### src/rtl/cpu_types_pkg.sv
// Shared types and constants for the fetch stage.
//  word_t        : 32-bit machine word
//  fetch_state_t : fetch FSM states (FETCH, HOLD, HALTED)
//  PC_INIT_DEFAULT / NOP_DEFAULT : reset PC and the bubble word (sll $0,$0,0)
//  word_align()  : clears the byte-offset bits of an address
package cpu_types_pkg;

  typedef logic [31:0] word_t;

  typedef enum logic [1:0] {
    FETCH  = 2'd0,
    HOLD   = 2'd1,
    HALTED = 2'd2
  } fetch_state_t;

  localparam word_t PC_INIT_DEFAULT = 32'h0000_0000;
  localparam word_t NOP_DEFAULT     = 32'h0000_0000;

  function automatic word_t word_align(input word_t addr);
    return addr & 32'hFFFF_FFFC;
  endfunction

endpackage

### src/rtl/instr_fetch_stage_pc_reg.sv
// Program counter register with next-PC selection.
//  clk_i, rst_ni : clock, async active-low reset (PC <= PC_INIT)
//  load_i        : load word-aligned load_pc_i (highest priority)
//  load_pc_i     : redirect target
//  inc_i         : advance PC by 4 (modulo 2^32)
//  pc_o          : current PC
//  pc_plus4_o    : PC + 4
module pc_reg
  import cpu_types_pkg::*;
#(
  parameter word_t PC_INIT = PC_INIT_DEFAULT
) (
  input  logic  clk_i,
  input  logic  rst_ni,
  input  logic  load_i,
  input  word_t load_pc_i,
  input  logic  inc_i,
  output word_t pc_o,
  output word_t pc_plus4_o
);

  word_t pc_d, pc_q;

  assign pc_plus4_o = pc_q + 32'd4;
  assign pc_o       = pc_q;

  always_comb begin
    pc_d = pc_q;
    if (load_i) begin
      pc_d = word_align(load_pc_i);
    end else if (inc_i) begin
      pc_d = pc_plus4_o;
    end
  end

  always_ff @(posedge clk_i or negedge rst_ni) begin
    if (!rst_ni) begin
      pc_q <= PC_INIT;
    end else begin
      pc_q <= pc_d;
    end
  end

endmodule

### src/rtl/instr_fetch_stage.sv
// Fetch stage: owns the PC, drives the icache request and the IF/ID register.
//  CLK, nRST             : clock, async active-low reset
//  ihit, imemload        : icache hit and read data for imemaddr
//  imemREN, imemaddr     : icache read enable and address (= PC)
//  stall                 : decode hazard, hold PC and IF/ID
//  redirect, redirect_pc : taken branch/jump from a later stage, flushes IF/ID
//  halt                  : halt decoded in IF/ID, freezes fetch until reset
//  instruction, pc_plus4 : IF/ID contents
//  if_valid              : IF/ID holds a real fetched instruction
//  halted                : fetch frozen
module instr_fetch_stage
  import cpu_types_pkg::*;
#(
  parameter word_t PC_INIT  = PC_INIT_DEFAULT,
  parameter word_t NOP_WORD = NOP_DEFAULT
) (
  input  logic  CLK,
  input  logic  nRST,
  input  logic  ihit,
  input  word_t imemload,
  output logic  imemREN,
  output word_t imemaddr,
  input  logic  stall,
  input  logic  redirect,
  input  word_t redirect_pc,
  input  logic  halt,
  output word_t instruction,
  output word_t pc_plus4,
  output logic  if_valid,
  output logic  halted
);

  fetch_state_t state_d, state_q;
  word_t        instr_d, instr_q;
  word_t        pc4_d, pc4_q;
  logic         valid_d, valid_q;
  word_t        buf_d, buf_q;

  word_t pc, pc_next_seq;
  logic  pc_load, pc_inc;

  pc_reg #(
    .PC_INIT(PC_INIT)
  ) u_pc_reg (
    .clk_i     (CLK),
    .rst_ni    (nRST),
    .load_i    (pc_load),
    .load_pc_i (redirect_pc),
    .inc_i     (pc_inc),
    .pc_o      (pc),
    .pc_plus4_o(pc_next_seq)
  );

  always_comb begin
    state_d = state_q;
    instr_d = instr_q;
    pc4_d   = pc4_q;
    valid_d = valid_q;
    buf_d   = buf_q;
    pc_load = 1'b0;
    pc_inc  = 1'b0;
    unique case (state_q)
      FETCH: begin
        if (redirect) begin
          // A hit in the same cycle belongs to the wrong path and is dropped.
          pc_load = 1'b1;
          instr_d = NOP_WORD;
          valid_d = 1'b0;
        end else if (halt) begin
          state_d = HALTED;
        end else if (stall) begin
          // Park the hit so the icache need not be re-accessed.
          if (ihit) begin
            buf_d   = imemload;
            state_d = HOLD;
          end
        end else if (ihit) begin
          instr_d = imemload;
          pc4_d   = pc_next_seq;
          valid_d = 1'b1;
          pc_inc  = 1'b1;
        end else begin
          instr_d = NOP_WORD;
          valid_d = 1'b0;
        end
      end
      HOLD: begin
        if (redirect) begin
          pc_load = 1'b1;
          instr_d = NOP_WORD;
          valid_d = 1'b0;
          state_d = FETCH;
        end else if (halt) begin
          state_d = HALTED;
        end else if (!stall) begin
          instr_d = buf_q;
          pc4_d   = pc_next_seq;
          valid_d = 1'b1;
          pc_inc  = 1'b1;
          state_d = FETCH;
        end
      end
      HALTED: begin
        // Frozen until reset; redirects cannot arrive once older stages drained.
      end
      default: begin
        state_d = FETCH;
      end
    endcase
  end

  always_ff @(posedge CLK or negedge nRST) begin
    if (!nRST) begin
      state_q <= FETCH;
      instr_q <= NOP_WORD;
      pc4_q   <= 32'h0;
      valid_q <= 1'b0;
      buf_q   <= 32'h0;
    end else begin
      state_q <= state_d;
      instr_q <= instr_d;
      pc4_q   <= pc4_d;
      valid_q <= valid_d;
      buf_q   <= buf_d;
    end
  end

  assign imemREN     = (state_q == FETCH);
  assign imemaddr    = pc;
  assign halted      = (state_q == HALTED);
  assign instruction = instr_q;
  assign pc_plus4    = pc4_q;
  assign if_valid    = valid_q;

endmodule

### config.mk
export PLATFORM = sky130hd
export DESIGN_NAME = instr_fetch_stage
export DESIGN_NICKNAME = d
export VERILOG_FILES = /design/src/rtl/cpu_types_pkg.sv /design/src/rtl/instr_fetch_stage_pc_reg.sv /design/src/rtl/instr_fetch_stage.sv
export SDC_FILE = /design/constraint.sdc
export NUM_CORES = 1
export LEC_CHECK = 0
export BUFFER_PORTS_ARGS = -buffer_cell sky130_fd_sc_hd__clkbuf_2
export CAP_MARGIN = 20
export CORE_MARGIN = 8
export CORE_UTILIZATION = 24
export CTS_CLUSTER_SIZE = 30
export DETAILED_ROUTE_END_ITERATION = 16
export GPL_ROUTABILITY_DRIVEN = 1
export GPL_TIMING_DRIVEN = 0
export PLACE_DENSITY_LB_ADDON = 0.08
export SLEW_MARGIN = 20
export SYNTH_ARGS = -nofsm -noshare
export SYNTH_HDL_FRONTEND = slang
export SYNTH_HIERARCHICAL = 1
export SYNTH_SLANG_ARGS = --single-unit
### constraint.sdc
create_clock -name CLK -period 7.01 [get_ports CLK]
set_clock_uncertainty 0.1 [all_clocks]
set_input_delay 1.402 -clock CLK [delete_from_list [all_inputs] [get_ports CLK]]
set_output_delay 1.402 -clock CLK [all_outputs]
set_load 0.005 [all_outputs]
# [Word level (Yosys, flattened, before mapping)]
# Index checks and enable logic that the tools add are counted.
[classes] magnitude_cmp=0 reduce_logical=8 mux=43 n_addsub=1 n_eq_ne=16 n_mul=0 n_shift=0 n_div=0 n_bitwise=3
[op_table] operator="32-bit two-way mux" count=16
[op_table] operator="32-bit case mux with 2 select lines" count=2
[op_table] operator="32-bit by 3-bit adder with 32-bit output (second input constant)" count=1
[op_table] operator="1-bit two-way mux" count=15
[op_table] operator="5-bit AND reduction" count=3
[op_table] operator="2-bit two-way mux" count=7
[op_table] operator="2-bit inequality test (second input constant)" count=7
[op_table] operator="3-bit inequality test (second input constant)" count=3
[op_table] operator="8-bit AND reduction" count=1
[op_table] operator="3-bit by 2-bit inequality test with 1-bit output (second input constant)" count=2
[op_table] operator="2-bit case mux with 3 select lines" count=1
[op_table] operator="4-bit inequality test (second input constant)" count=1
[op_table] operator="1-bit case mux with 2 select lines" count=2
[op_table] operator="2-bit nonzero test" count=2
[op_table] operator="3-bit by 1-bit inequality test with 1-bit output (second input constant)" count=1
[op_table] operator="1-bit NOT" count=3
[op_table] operator="2-bit by 1-bit == test with 1-bit output (second input constant)" count=1
[op_table] operator="2-bit == test (second input constant)" count=1
[op_table] operator="2-bit zero test" count=1
[op_table] operator="2-bit OR reduction" count=1
[word_totals] mem_bits_ro=0 ramBits=0 word_cells=77 ff_bits=131 n_memories=0 latchBits=0

# [Depth between registers and ports, before layout]
[logic_depth] depth_word=7 mapped_depth=9 mapped_depth_nobuf=6

# [By module]
# Netlist, hierarchy kept.
[by_module_without_submodules] module="instr_fetch_stage" n_inst=1 cells_per_inst=265 seq_area_each_um2=2477.4 area_per_inst_um2=4151.5
[by_module_without_submodules] module="pc_reg" n_inst=1 cells_per_inst=294 seq_area_each_um2=750.7 area_per_inst_um2=2427.3

# [Worst setup path after synthesis]
# OpenSTA, ideal clock, no wires.
[synth_path] path_kind="input -> register" startpoint="input port redirect" endpoint="register u_pc_reg.pc_q[28], in the netlist u_pc_reg/pc_o[28]" cell_stages=8 setup_slack_ns=3.622 n_path_buf=2 arrival_ns=3.206 cell_sequence="nor2_1 -> o211a_1 -> buf_6 -> buf_6 -> inv_1 -> or4_4 -> or4_1 -> a31oi_1"
[synth_between] elab_chain_cells=3
[synth_rtl] element="start, declared" line="instr_fetch_stage.sv:24" source="input logic redirect,"
[synth_rtl] element="1-bit two-way mux, on equally long branches" line="instr_fetch_stage.sv:88, instr_fetch_stage.sv:64"
[synth_rtl] element="1-bit case mux with 2 select lines *" line="instr_fetch_stage.sv:62" source="unique case (state_q)"
[synth_rtl] element="net pc_inc" line="instr_fetch_stage.sv:40" source="logic pc_load, pc_inc;"
[synth_rtl] element="2-bit nonzero test (no line) *"
[synth_rtl] element="end signal, assigned" line="instr_fetch_stage_pc_reg.sv:40" source="pc_q <= pc_d;"
[synth_rtl] element="end, declared" line="instr_fetch_stage_pc_reg.sv:22" source="word_t pc_d, pc_q;"
# The timed path passes the listed nets; every way through them passes the cells marked *.
# A chain may end at the register's enable or synchronous reset.

# [Worst setup path after layout]
[layout_path] startpoint="input port redirect" endpoint="register u_pc_reg.pc_q[17], in the netlist u_pc_reg/pc_o[17]"
# Same word-level chain as after synthesis.

==> impl_metrics.py <==
metrics = {
    "die": {
        "die_h_um": 182,
        "placeableCoreArea_sq_um": 27000,
        "fp.dieArea_sq_um": 33000,
        "top_level_ports": 169,
        "initial_core_util": 0.244,
        "die_w_um": 182,
        "rows": 60,
    },
    "placed_design": {
        "place.gp.congestion": 0.772,
        "dp_hpwl_um": 15800,
        "placement.io_buffers": 164,
    },
    "critical_path": {
        "worstPathArrival_ns": 3.82,
        "worst_path_largest_cell_delay_ns": 0.54,
        "path_class": "in -> reg",
        "timing.critical_path.mode_cell": "buf_6",
        "worst-endpoint-required_ns": 7.21,
        "crit_path_end_kind": "flop",
        "critical_path_peak_fanout": 12,
        "critical_path_startpoint_category": "primary input",
        "critPathSlowestCell": "buf_1",
        "worstPathCellList": "clkbuf_2 > nor2_1 > o211a_1 > buf_6 > buf_6 > clkbuf_1 > buf_1 > a21oi_1 > a211o_1",
    },
    "min_path": {
        "worst_hold_path_type": "reg -> reg",
    },
    "synthesis": {
        "total_standard_cell_area_after_synthesis_sq_um": 6580,
        "synthCells": 559,
        "ys_async_sr_fraction": 1.00,
        "ys_seq_area_frac": 0.491,
        "synth_cell_types": 63,
        "post_synth.cell_area_avg_sq_um": 11.8,
        "ys.warnings.count": 6,
        "synth_ff_type": "dfrtp_1",
        "synth_edf_count": 0,
        "synth.ff_latch_count": 129,
    },
    "layout": {
        "layout-drive-gt1-share": 0.455,
        "final_util": 0.313,
        "layout_common_cells": "clkbuf_2, dfrtp_1, mux2_2, nand2_1, a32o_1",
        "syn_to_final_growth_pct": 28.3,
        "antennaDiodeCount": 0,
        "leading_cell_type_in_the_layout_fill_and_taps_excluded": "clkbuf_2",
        "final.fill_count": 2789,
        "final_net_count": 817,
    },
    "drt": {
        "dr.first_iter.drc_count": 219,
        "detail_route.wl_per_cell_um": 19.5,
        "drtPass1Iterations": 5,
        "routed-via-count": 5157,
        "ant_nets": 0,
        "drcViolationCount": 0,
        "drt-vias-per-instance": 4.69,
        "routed_wire_length_um": 21400,
    },
    "flow_run": {
        "max_cap_violations": 0,
    },
    "clock_tree": {
        "post_cts.resized_instances": 0,
        "clock_tree.root_cell": "clkbuf_16",
        "cts_tree": "built",
        "clock_sinks": 129,
        "tritoncts.num_buffers": 17,
        "quantity_of_hold_fixing_buffers_added_after_cts": 0,
        "setup_buffers_after_cts": 0,
        "clkLatencyLatePin_ns": 0.42,
        "clock_path_buffers": 2,
        "cts-htree-levels": 4,
        "clock_input_transition_at_the_sequential_cells_of_the_worst_setup_and_hold_paths_ns": 0.07,
    },
    "timing": {
        "fin_hold_ws_ns": 0.405,
        "hold_violations_final": 0,
        "setup_violations": 0,
        "maxSlewHeadroom": 0.317,
        "period_share": 0.515,
        "finalCriticalPeriod_ns": 3.61,
        "max_freq_mhz": 277,
        "timing.setup.tns_ns": 0,
        "grt_setup_unrepaired": "false",
        "timing_worst_slew_pin_value_ns": 1.01,
        "timing_max_transition_violations_final": 0,
    },
    "pwr": {
        "power.leakage_uw": 0.00393,
        "power-per-cell-area_nw_per_um2": 392,
        "report.power.total_uw": 3310,
        "vdd_ir_drop_max_mv": 0.157,
    },
    "grt": {
        "initial_antenna_violation_count": 1,
        "global_route.overflow_total": 0,
        "groute.usage.overall": 0.131,
        "grt_max_degree": 82,
        "via_count_of_the_first_global_routing_pass": 5770,
        "grt_pass1_wl_um": 33700,
    },
    "status": {
        "status": "finished clean",
    },
}
[registers in the layout (all words and copies together), names as in the netlist]
name           count
state_q            2
u_pc_reg/pc_o     30
if_valid           1
buf_q             32
instruction       32
pc_plus4          32
[critical path: cells and delay by family]
kind	cells	cell delay, ns
and+or+nand+nor	1	0.21
AOI/OAI and AO/OA	3	0.66
buffers and inverters	5	1.53
[routing by layer]
| metal | up-vias | part of all wire | GRT usage |
|---|---|---|---|
| li1 | 2416 | - | - |
| met1 | 2544 | 0.43 | 0.157 |
| met2 | 168 | 0.49 | 0.221 |
| met3 | 27 | 0.063 | 0.0439 |
| met4 | 2 | 0.018 | 0.0384 |
| met5 | - | 0.00037 | 0 |
[cell type report]
class | instances | area [sq um] | share of cell area
timing repair buffer | 165 | 857 | 0.102
clock buffer | 18 | 429 | 0.0509
buffer | 48 | 349 | 0.0414
sequential | 129 | 3230 | 0.383
clock inverter | 14 | 130 | 0.0154
multi-input combinational | 374 | 2980 | 0.353
inverter | 11 | 41.3 | 0.00489
tap | 341 | 427 | 0.0506
[final timing paths]
kind / start / to / slack [ns] / cells after the start
max in group asynchronous: nRST / u_pc_reg/pc_o[10] / 5.21 / 2
worst min register to register: pc_plus4[12] / pc_plus4[12] / 0.41 / 1
worst max register to register: state_q[1] / u_pc_reg/pc_o[17] / 4.04 / 8
min in group asynchronous: nRST / buf_q[13] / 0.82 / 1
worst min-delay path: pc_plus4[12] / pc_plus4[12] / 0.41 / 1
worst max-delay path: redirect / u_pc_reg/pc_o[17] / 3.40 / 9
[synth_stat cells, types with 3 or more instances]
master    instances  share of area
nor4b_1           3         0.0040
nand3_1          21          0.016
a211o_1           5         0.0067
buf_4             9          0.010
and3_1            7         0.0067
nor2b_1           4         0.0038
mux2_2           96           0.16
nand4_1          14          0.013
nor4_1            7         0.0067
a31oi_1           5         0.0048
nand2b_1          3         0.0029
inv_1            10         0.0057
a21oi_1           5         0.0038
xnor2_1          26          0.035
and4_1            3         0.0040
nor2_1           24          0.014
nand2_1          43          0.025
dfrtp_1         129           0.49
o21ai_0          13         0.0099
nor3_1            7         0.0053
clkbuf_1          8         0.0046
buf_2            12         0.0091
xor2_1           13          0.017
a32o_1           32          0.049
buf_6            12          0.021
[cell families (layout without fill, tap and decap cells)]
family | count (synthesis) | in the layout | synth area share
adder cells (fa/ha/maj) | 1 | 1 | 0.00190
flip-flops | 129 | 129 | 0.491
multiplexers | 97 | 97 | 0.166
AND/OR/NAND/NOR | 154 | 154 | 0.130
buffers and inverters | 59 | 256 | 0.0593
AO/OA/AOI/OAI | 79 | 79 | 0.0995
other | 1 | 4 | 0.000570
XOR/XNOR | 39 | 39 | 0.0519
[metrics by stage]
| stage | setup WS (ns) | cell area [sq um] | cells |
|---|---|---|---|
| 6_report | 3.40 | 8440 | 1100 |
| 5_1_grt | 3.24 | 8440 | 1100 |
| 4_1_cts | 3.38 | 8440 | 1100 |
| 3_5_place_dp | 2.93 | 7880 | 1068 |
| 3_3_place_gp | 2.08 | 7840 | 1067 |
| 2_1_floorplan | 3.62 | 6590 | 562 |
[power breakdown]
group / switching, uW / internal [uW] / total [uW]
clock network: 361 / 492 / 853
registers: 256 / 1080 / 1330
logic: 529 / 594 / 1120
Note: power is estimated with default switching activity, not from simulation.
